**src/rtl/wb_arbiter.sv**
```systemverilog
// Writeback arbiter: grants up to two of three execution results per cycle into
// two registered regfile/scoreboard slots, and turns the oldest redirect into a flush.
`ifndef SCOREBOARD_SIZE_WIDTH
`define SCOREBOARD_SIZE_WIDTH 3
`endif

module wb_arbiter (
   input  logic                              clk,
   input  logic                              rst,
   input  logic                              alu0_valid_i,
   output logic                              alu0_ready_o,
   input  logic                              alu0_rd_wen_i,
   input  logic [4:0]                        alu0_rd_i,
   input  logic [63:0]                       alu0_value_i,
   input  logic [`SCOREBOARD_SIZE_WIDTH:0]   alu0_sid_i,
   input  logic                              alu0_redirect_i,
   input  logic [63:0]                       alu0_redirect_pc_i,
   input  logic                              alu1_valid_i,
   output logic                              alu1_ready_o,
   input  logic                              alu1_rd_wen_i,
   input  logic [4:0]                        alu1_rd_i,
   input  logic [63:0]                       alu1_value_i,
   input  logic [`SCOREBOARD_SIZE_WIDTH:0]   alu1_sid_i,
   input  logic                              alu1_redirect_i,
   input  logic [63:0]                       alu1_redirect_pc_i,
   input  logic                              lsu_valid_i,
   output logic                              lsu_ready_o,
   input  logic                              lsu_rd_wen_i,
   input  logic [4:0]                        lsu_rd_i,
   input  logic [63:0]                       lsu_value_i,
   input  logic [`SCOREBOARD_SIZE_WIDTH:0]   lsu_sid_i,
   input  logic                              lsu_redirect_i,
   input  logic [63:0]                       lsu_redirect_pc_i,
   output logic                              inst0_wb_valid_o,
   output logic [4:0]                        inst0_wb_rd_o,
   output logic [63:0]                       inst0_wb_value_o,
   output logic                              inst0_wb_done_o,
   output logic [`SCOREBOARD_SIZE_WIDTH:0]   inst0_wb_sid_o,
   output logic                              inst1_wb_valid_o,
   output logic [4:0]                        inst1_wb_rd_o,
   output logic [63:0]                       inst1_wb_value_o,
   output logic                              inst1_wb_done_o,
   output logic [`SCOREBOARD_SIZE_WIDTH:0]   inst1_wb_sid_o,
   output logic                              flush_o,
   output logic [63:0]                       redirect_pc_o
);

   localparam int SW = `SCOREBOARD_SIZE_WIDTH + 1;

   typedef enum logic {ST_RUN, ST_FLUSH} state_t;

   state_t          state_reg, state_next;
   logic [1:0]      ptr_reg, ptr_next;
   logic [63:0]     redirect_pc_reg, redirect_pc_next;
   logic            take_redirect;

   logic [2:0]      p_valid, p_wen, p_redir, ready;
   logic [4:0]      p_rd    [3];
   logic [63:0]     p_value [3];
   logic [SW-1:0]   p_sid   [3];
   logic [63:0]     p_pc    [3];

   logic [1:0]      slot_sel [2];
   logic [1:0]      slot_gnt, slot_kill, slot_done;
   logic [1:0]      o0, o1, o2;
   logic            run, s0_older, r0, r1;

   logic [1:0]      wb_valid_reg, wb_done_reg;
   logic [4:0]      wb_rd_reg    [2];
   logic [63:0]     wb_value_reg [2];
   logic [SW-1:0]   wb_sid_reg   [2];

   function automatic logic [1:0] inc3(input logic [1:0] x);
      return (x == 2'd2) ? 2'd0 : x + 2'd1;
   endfunction

   // The wrap bit flips each lap of the scoreboard, inverting the sense of the low compare.
   function automatic logic older(input logic [SW-1:0] a, input logic [SW-1:0] b);
      if (a[SW-1] == b[SW-1]) return a[SW-2:0] < b[SW-2:0];
      else                    return a[SW-2:0] > b[SW-2:0];
   endfunction

   always_comb begin
      p_valid = {lsu_valid_i, alu1_valid_i, alu0_valid_i};
      p_wen   = {lsu_rd_wen_i, alu1_rd_wen_i, alu0_rd_wen_i};
      p_redir = {lsu_redirect_i, alu1_redirect_i, alu0_redirect_i};
      p_rd[0] = alu0_rd_i;           p_rd[1] = alu1_rd_i;           p_rd[2] = lsu_rd_i;
      p_value[0] = alu0_value_i;     p_value[1] = alu1_value_i;     p_value[2] = lsu_value_i;
      p_sid[0] = alu0_sid_i;         p_sid[1] = alu1_sid_i;         p_sid[2] = lsu_sid_i;
      p_pc[0] = alu0_redirect_pc_i;  p_pc[1] = alu1_redirect_pc_i;  p_pc[2] = lsu_redirect_pc_i;
   end

   assign run = (state_reg == ST_RUN);

   always_comb begin
      o0 = ptr_reg;
      o1 = inc3(ptr_reg);
      o2 = inc3(o1);
      slot_gnt    = 2'b00;
      slot_sel[0] = o0;
      slot_sel[1] = o1;
      if (p_valid[o0]) begin
         slot_gnt[0] = 1'b1;
         slot_sel[0] = o0;
         if (p_valid[o1]) begin
            slot_gnt[1] = 1'b1;
            slot_sel[1] = o1;
         end else if (p_valid[o2]) begin
            slot_gnt[1] = 1'b1;
            slot_sel[1] = o2;
         end
      end else if (p_valid[o1]) begin
         slot_gnt[0] = 1'b1;
         slot_sel[0] = o1;
         if (p_valid[o2]) begin
            slot_gnt[1] = 1'b1;
            slot_sel[1] = o2;
         end
      end else if (p_valid[o2]) begin
         slot_gnt[0] = 1'b1;
         slot_sel[0] = o2;
      end
   end

   always_comb begin
      s0_older         = older(p_sid[slot_sel[0]], p_sid[slot_sel[1]]);
      r0               = slot_gnt[0] && p_redir[slot_sel[0]];
      r1               = slot_gnt[1] && p_redir[slot_sel[1]];
      slot_kill        = 2'b00;
      redirect_pc_next = p_pc[slot_sel[0]];
      if (r0 && (!r1 || s0_older)) begin
         slot_kill[1] = slot_gnt[1] && s0_older;
      end else if (r1) begin
         slot_kill[0]     = slot_gnt[0] && !s0_older;
         redirect_pc_next = p_pc[slot_sel[1]];
      end
      take_redirect = run && (r0 || r1);
   end

   always_comb begin
      ready = 3'b000;
      if (!run) begin
         ready = 3'b111;
      end else begin
         if (slot_gnt[0]) ready[slot_sel[0]] = 1'b1;
         if (slot_gnt[1]) ready[slot_sel[1]] = 1'b1;
      end
      if (rst) ready = 3'b000;
   end

   assign {lsu_ready_o, alu1_ready_o, alu0_ready_o} = ready;

   always_comb begin
      state_next = state_reg;
      ptr_next   = ptr_reg;
      if (!run) begin
         state_next = ST_RUN;
      end else begin
         if (take_redirect) state_next = ST_FLUSH;
         if (&p_valid)      ptr_next   = inc3(ptr_reg);
      end
   end

   always_ff @(posedge clk or posedge rst) begin
      if (rst) begin
         state_reg       <= ST_RUN;
         ptr_reg         <= 2'd0;
         redirect_pc_reg <= 64'd0;
      end else begin
         state_reg <= state_next;
         ptr_reg   <= ptr_next;
         if (take_redirect) redirect_pc_reg <= redirect_pc_next;
      end
   end

   genvar gi;
   generate
      for (gi = 0; gi < 2; gi++) begin : g_slot
         assign slot_done[gi] = run && slot_gnt[gi] && !slot_kill[gi];

         always_ff @(posedge clk or posedge rst) begin
            if (rst) begin
               wb_done_reg[gi]  <= 1'b0;
               wb_valid_reg[gi] <= 1'b0;
               wb_rd_reg[gi]    <= 5'd0;
               wb_value_reg[gi] <= 64'd0;
               wb_sid_reg[gi]   <= '0;
            end else begin
               wb_done_reg[gi]  <= slot_done[gi];
               wb_valid_reg[gi] <= slot_done[gi] && p_wen[slot_sel[gi]] && (p_rd[slot_sel[gi]] != 5'd0);
               if (slot_done[gi]) begin
                  wb_rd_reg[gi]    <= p_rd[slot_sel[gi]];
                  wb_value_reg[gi] <= p_value[slot_sel[gi]];
                  wb_sid_reg[gi]   <= p_sid[slot_sel[gi]];
               end
            end
         end
      end
   endgenerate

   assign inst0_wb_valid_o = wb_valid_reg[0];
   assign inst0_wb_done_o  = wb_done_reg[0];
   assign inst0_wb_rd_o    = wb_rd_reg[0];
   assign inst0_wb_value_o = wb_value_reg[0];
   assign inst0_wb_sid_o   = wb_sid_reg[0];
   assign inst1_wb_valid_o = wb_valid_reg[1];
   assign inst1_wb_done_o  = wb_done_reg[1];
   assign inst1_wb_rd_o    = wb_rd_reg[1];
   assign inst1_wb_value_o = wb_value_reg[1];
   assign inst1_wb_sid_o   = wb_sid_reg[1];
   assign flush_o          = (state_reg == ST_FLUSH);
   assign redirect_pc_o    = redirect_pc_reg;

endmodule

```
**config.mk**
```make
export PLATFORM = sky130hd
export DESIGN_NAME = wb_arbiter
export DESIGN_NICKNAME = d
export VERILOG_FILES = /design/src/rtl/wb_arbiter.sv
export SDC_FILE = /design/constraint.sdc
export NUM_CORES = 1
export LEC_CHECK = 0
export ABC_AREA = 1
export CAP_MARGIN = 20
export CORE_AREA = 2 2 246 248
export DETAILED_ROUTE_END_ITERATION = 8
export DIE_AREA = 0 0 248 250
export HOLD_SLACK_MARGIN = 0.05
export PLACE_DENSITY = 0.56
export RECOVER_POWER = 100
export SLEW_MARGIN = 0
export SYNTH_ARGS = -nofsm -noshare
export SYNTH_HDL_FRONTEND = slang
export SYNTH_SLANG_ARGS = --single-unit
```
**constraint.sdc**
```tcl
create_clock -name clk -period 21.8 [get_ports clk]
set_input_delay 4.36 -clock clk [delete_from_list [all_inputs] [get_ports clk]]
set_output_delay 4.36 -clock clk [all_outputs]
set_load 0.03 [all_outputs]
```
==> qor.yml <==
async_reset_ff_share_pct: 100
ios: 640
worstSkewPairLatency_ns: 0.59
r2r-start: "o0[0]"
cts_resized: 0
initial_core_util_pct: 24.6
r2r_cells: 23
ys.flop_type: "dfrtp_1"
cts_tree: "built"
violations: "capacitance limit, slew limit"
grt_pass1_wl_um: 112000
slew_headroom_pct: -229
drt-total-wl_um: 76200
globalplace.congestion: 0.932
slew_violations: 467
synth_common_cells: "nand2_1, inv_1, dfrtp_1"
ctsHoldBuffers: 0
ant_nets: 0
rows: 90
start_kind: "primary input"
die_x_um: 248
grt_usage_pct: 23.7
synth_edf_count: 0
root_buffer: "clkbuf_16"
antenna_found_initial: 12
netlist.area_leader.share_pct: 37.1
max_freq_mhz: 61.3
rsz0062_at_grt: "no"
maxCapViolCount: 9
whs_path_depth: 2
hold_path_startpoint: "redirect_pc_o[56]"
finClkSkew_ns: 0.0252
grt-ovfl-total: 0
grt_max_degree: 100
status: "finished with violations"
yosysMostFrequentCell: "nand2_1"
endpoint_kind: "flop"
min_path_type: "flop to flop"
syn_inst: 2222
yosys.area.top_type: "dfrtp_1"
netlist-cell-type-count: 31
nets: 3188
post_cts_buffers: 0
grt_pass1_vias: 17600
clkTransAtPathRegs_ns: 0.06
rr_endpoint: "inst0_wb_rd_o[4]"
syn-num-nets: 2647
drc: 0
drt_pre_antenna_iters: 5
clock-sinks: 217
clk_path_buf_depth: 3
io_buffers: 639
hold_violations: 0
area_delta_synth_final_pct: 55.1
crit_required_ns: 22.24
crit_fanout: 82
r2r_slack_ns: 9.15
cts_made_buffers: 30
seq_area_frac_synth_pct: 37.1
die_y_um: 250
drt_iter0_drc: 1431
routed_via_density: 5.00
drive_gt1_share_pct: 3.12
syn-cell-area_um2: 14600
die_area_um2: 62000
worstHoldEndpoint: "redirect_pc_o[56]"
critPathKind: "primary input to flop"
finalCritPeriodShare_pct: 74.9
ys.warnings.count: 0
synthTopCellsByArea: "dfrtp_1, nand2_1, o221ai_1"
final_core_util_pct: 38.1
min_period_ns: 16.33
avgSynthCellArea_um2: 6.59
arrival_ns: 16.76
setup-violations-final: 0
fin_setup_tns_ns: 0
routedWlPerCell_um: 21.3
place_hpwl_um: 53300
vias: 17900
worstMarginPinSlew_ns: 4.91
core_um2: 59600
htreeDepth: 1
ys_seq_elements: 217
-- cell families after synthesis --
kind of cell,Yosys count,share of synthesized area (%)
mux,1,0.0684
buf+inv,436,11.8
flops,217,37.1
simple gates,1156,31.0
compound gates,409,19.8
fa+ha+maj,3,0.256
-- flip-flops by register name (all words and copies together), names as in the netlist, 2 cells and up --
name and count:
inst0_wb_rd_o 5, inst0_wb_sid_o 4, inst0_wb_value_o 64, inst1_wb_rd_o 5, inst1_wb_sid_o 4, inst1_wb_value_o 64, o0 2, redirect_pc_o 64
-- cell usage in the layout, fill, tap and decap left out, drive strengths merged --
| master | Yosys | layout |
|---|---|---|
| inv | 279 | 279 |
| mux2i | 1 | 1 |
| a22oi | 2 | 2 |
| nand2 | 964 | 964 |
| a31oi | 1 | 1 |
| clkinvlp | 0 | 1 |
| o21ai | 84 | 84 |
| clkinv | 2 | 11 |
| nor3 | 1 | 1 |
| nand3b | 1 | 1 |
| o22ai | 42 | 42 |
| nor2 | 70 | 70 |
| a21oi | 51 | 51 |
| o211ai | 56 | 56 |
| a221oi | 55 | 55 |
| o221ai | 118 | 118 |
| ha | 3 | 3 |
| nor3b | 1 | 1 |
| clkbuf | 100 | 47 |
| nand4 | 4 | 4 |
| nand3 | 114 | 114 |
| nor4 | 1 | 1 |
| buf | 55 | 19 |
| dlygate4sd3 | 0 | 220 |
| bufinv | 0 | 5 |
| clkdlybuf4s50 | 0 | 419 |
| dfrtp | 217 | 217 |
| diode | 0 | 12 |
-- how the worst max path moves through the flow --
| stage | startpoint | to | slack, ns | cells after the start |
|---|---|---|---|---|
| floorplan | rst | lsu_ready_o | 7.68 | 3 |
| global placement | lsu_valid_i | alu0_ready_o | 9.01 | 13 |
| detailed placement | lsu_valid_i | alu0_ready_o | 9.03 | 13 |
| CTS | lsu_valid_i | alu0_ready_o | 9.02 | 13 |
| global route | alu1_valid_i | redirect_pc_o[19] | 4.52 | 27 |
| finish | alu1_valid_i | inst0_wb_rd_o[4] | 5.47 | 23 |
-- per-stage QoR --
step	area [µm²]	hold slack [ns]	worst slack, ns	std cells
5_1_grt	22700	0.482	4.52	3580
4_1_cts	22700	0.481	9.02	3568
6_report	22700	0.473	5.47	3581
3_5_place_dp	21700	0.464	9.03	3512
3_3_place_gp	21600	0.462	9.01	3510
2_1_floorplan	14600	0.534	7.68	2222
-- final cells by class --
cell class / instances / area, µm²
Antenna cell: 12 / 30.0
Clock buffer: 41 / 852
Clock inverter: 15 / 215
Fill cell: 6175 / 36900
Inverter: 281 / 1060
Multi-Input combinational cell: 1569 / 7540
Sequential cell: 217 / 5430
Tap cell: 782 / 978
Timing Repair Buffer: 664 / 6590
-- critical path, cell delays in order --
cell,delay [ns]
dlygate4sd3_1,0.61
nand3b_1,0.18
nand3_1,0.26
inv_1,0.17
nand3_1,0.18
nand2_1,0.94
inv_1,1.61
nand2_1,0.97
inv_1,0.29
clkbuf_1,2.63
nand2_1,0.13
nand3_1,0.18
inv_1,0.07
ha_1,0.30
nand2_1,0.07
o21ai_0,0.07
inv_1,0.08
a31oi_1,0.04
nand3_1,0.11
nand3_1,1.20
nand2_4,1.19
buf_4,0.76
o21ai_0,0.20
-- per-layer routing --
| metal | wire length, µm | track usage, % | vias up |
|---|---|---|---|
| li1 | - | - | 8390 |
| met1 | 30500 | 30.1 | 8462 |
| met2 | 35700 | 38.2 | 890 |
| met3 | 7010 | 5.60 | 153 |
| met4 | 2970 | 9.67 | 2 |
| met5 | 13 | 0 | - |
Power is left out: the tool's default activity adds up to more than one toggle a clock period on the data nets, which glitch-free logic cannot reach.
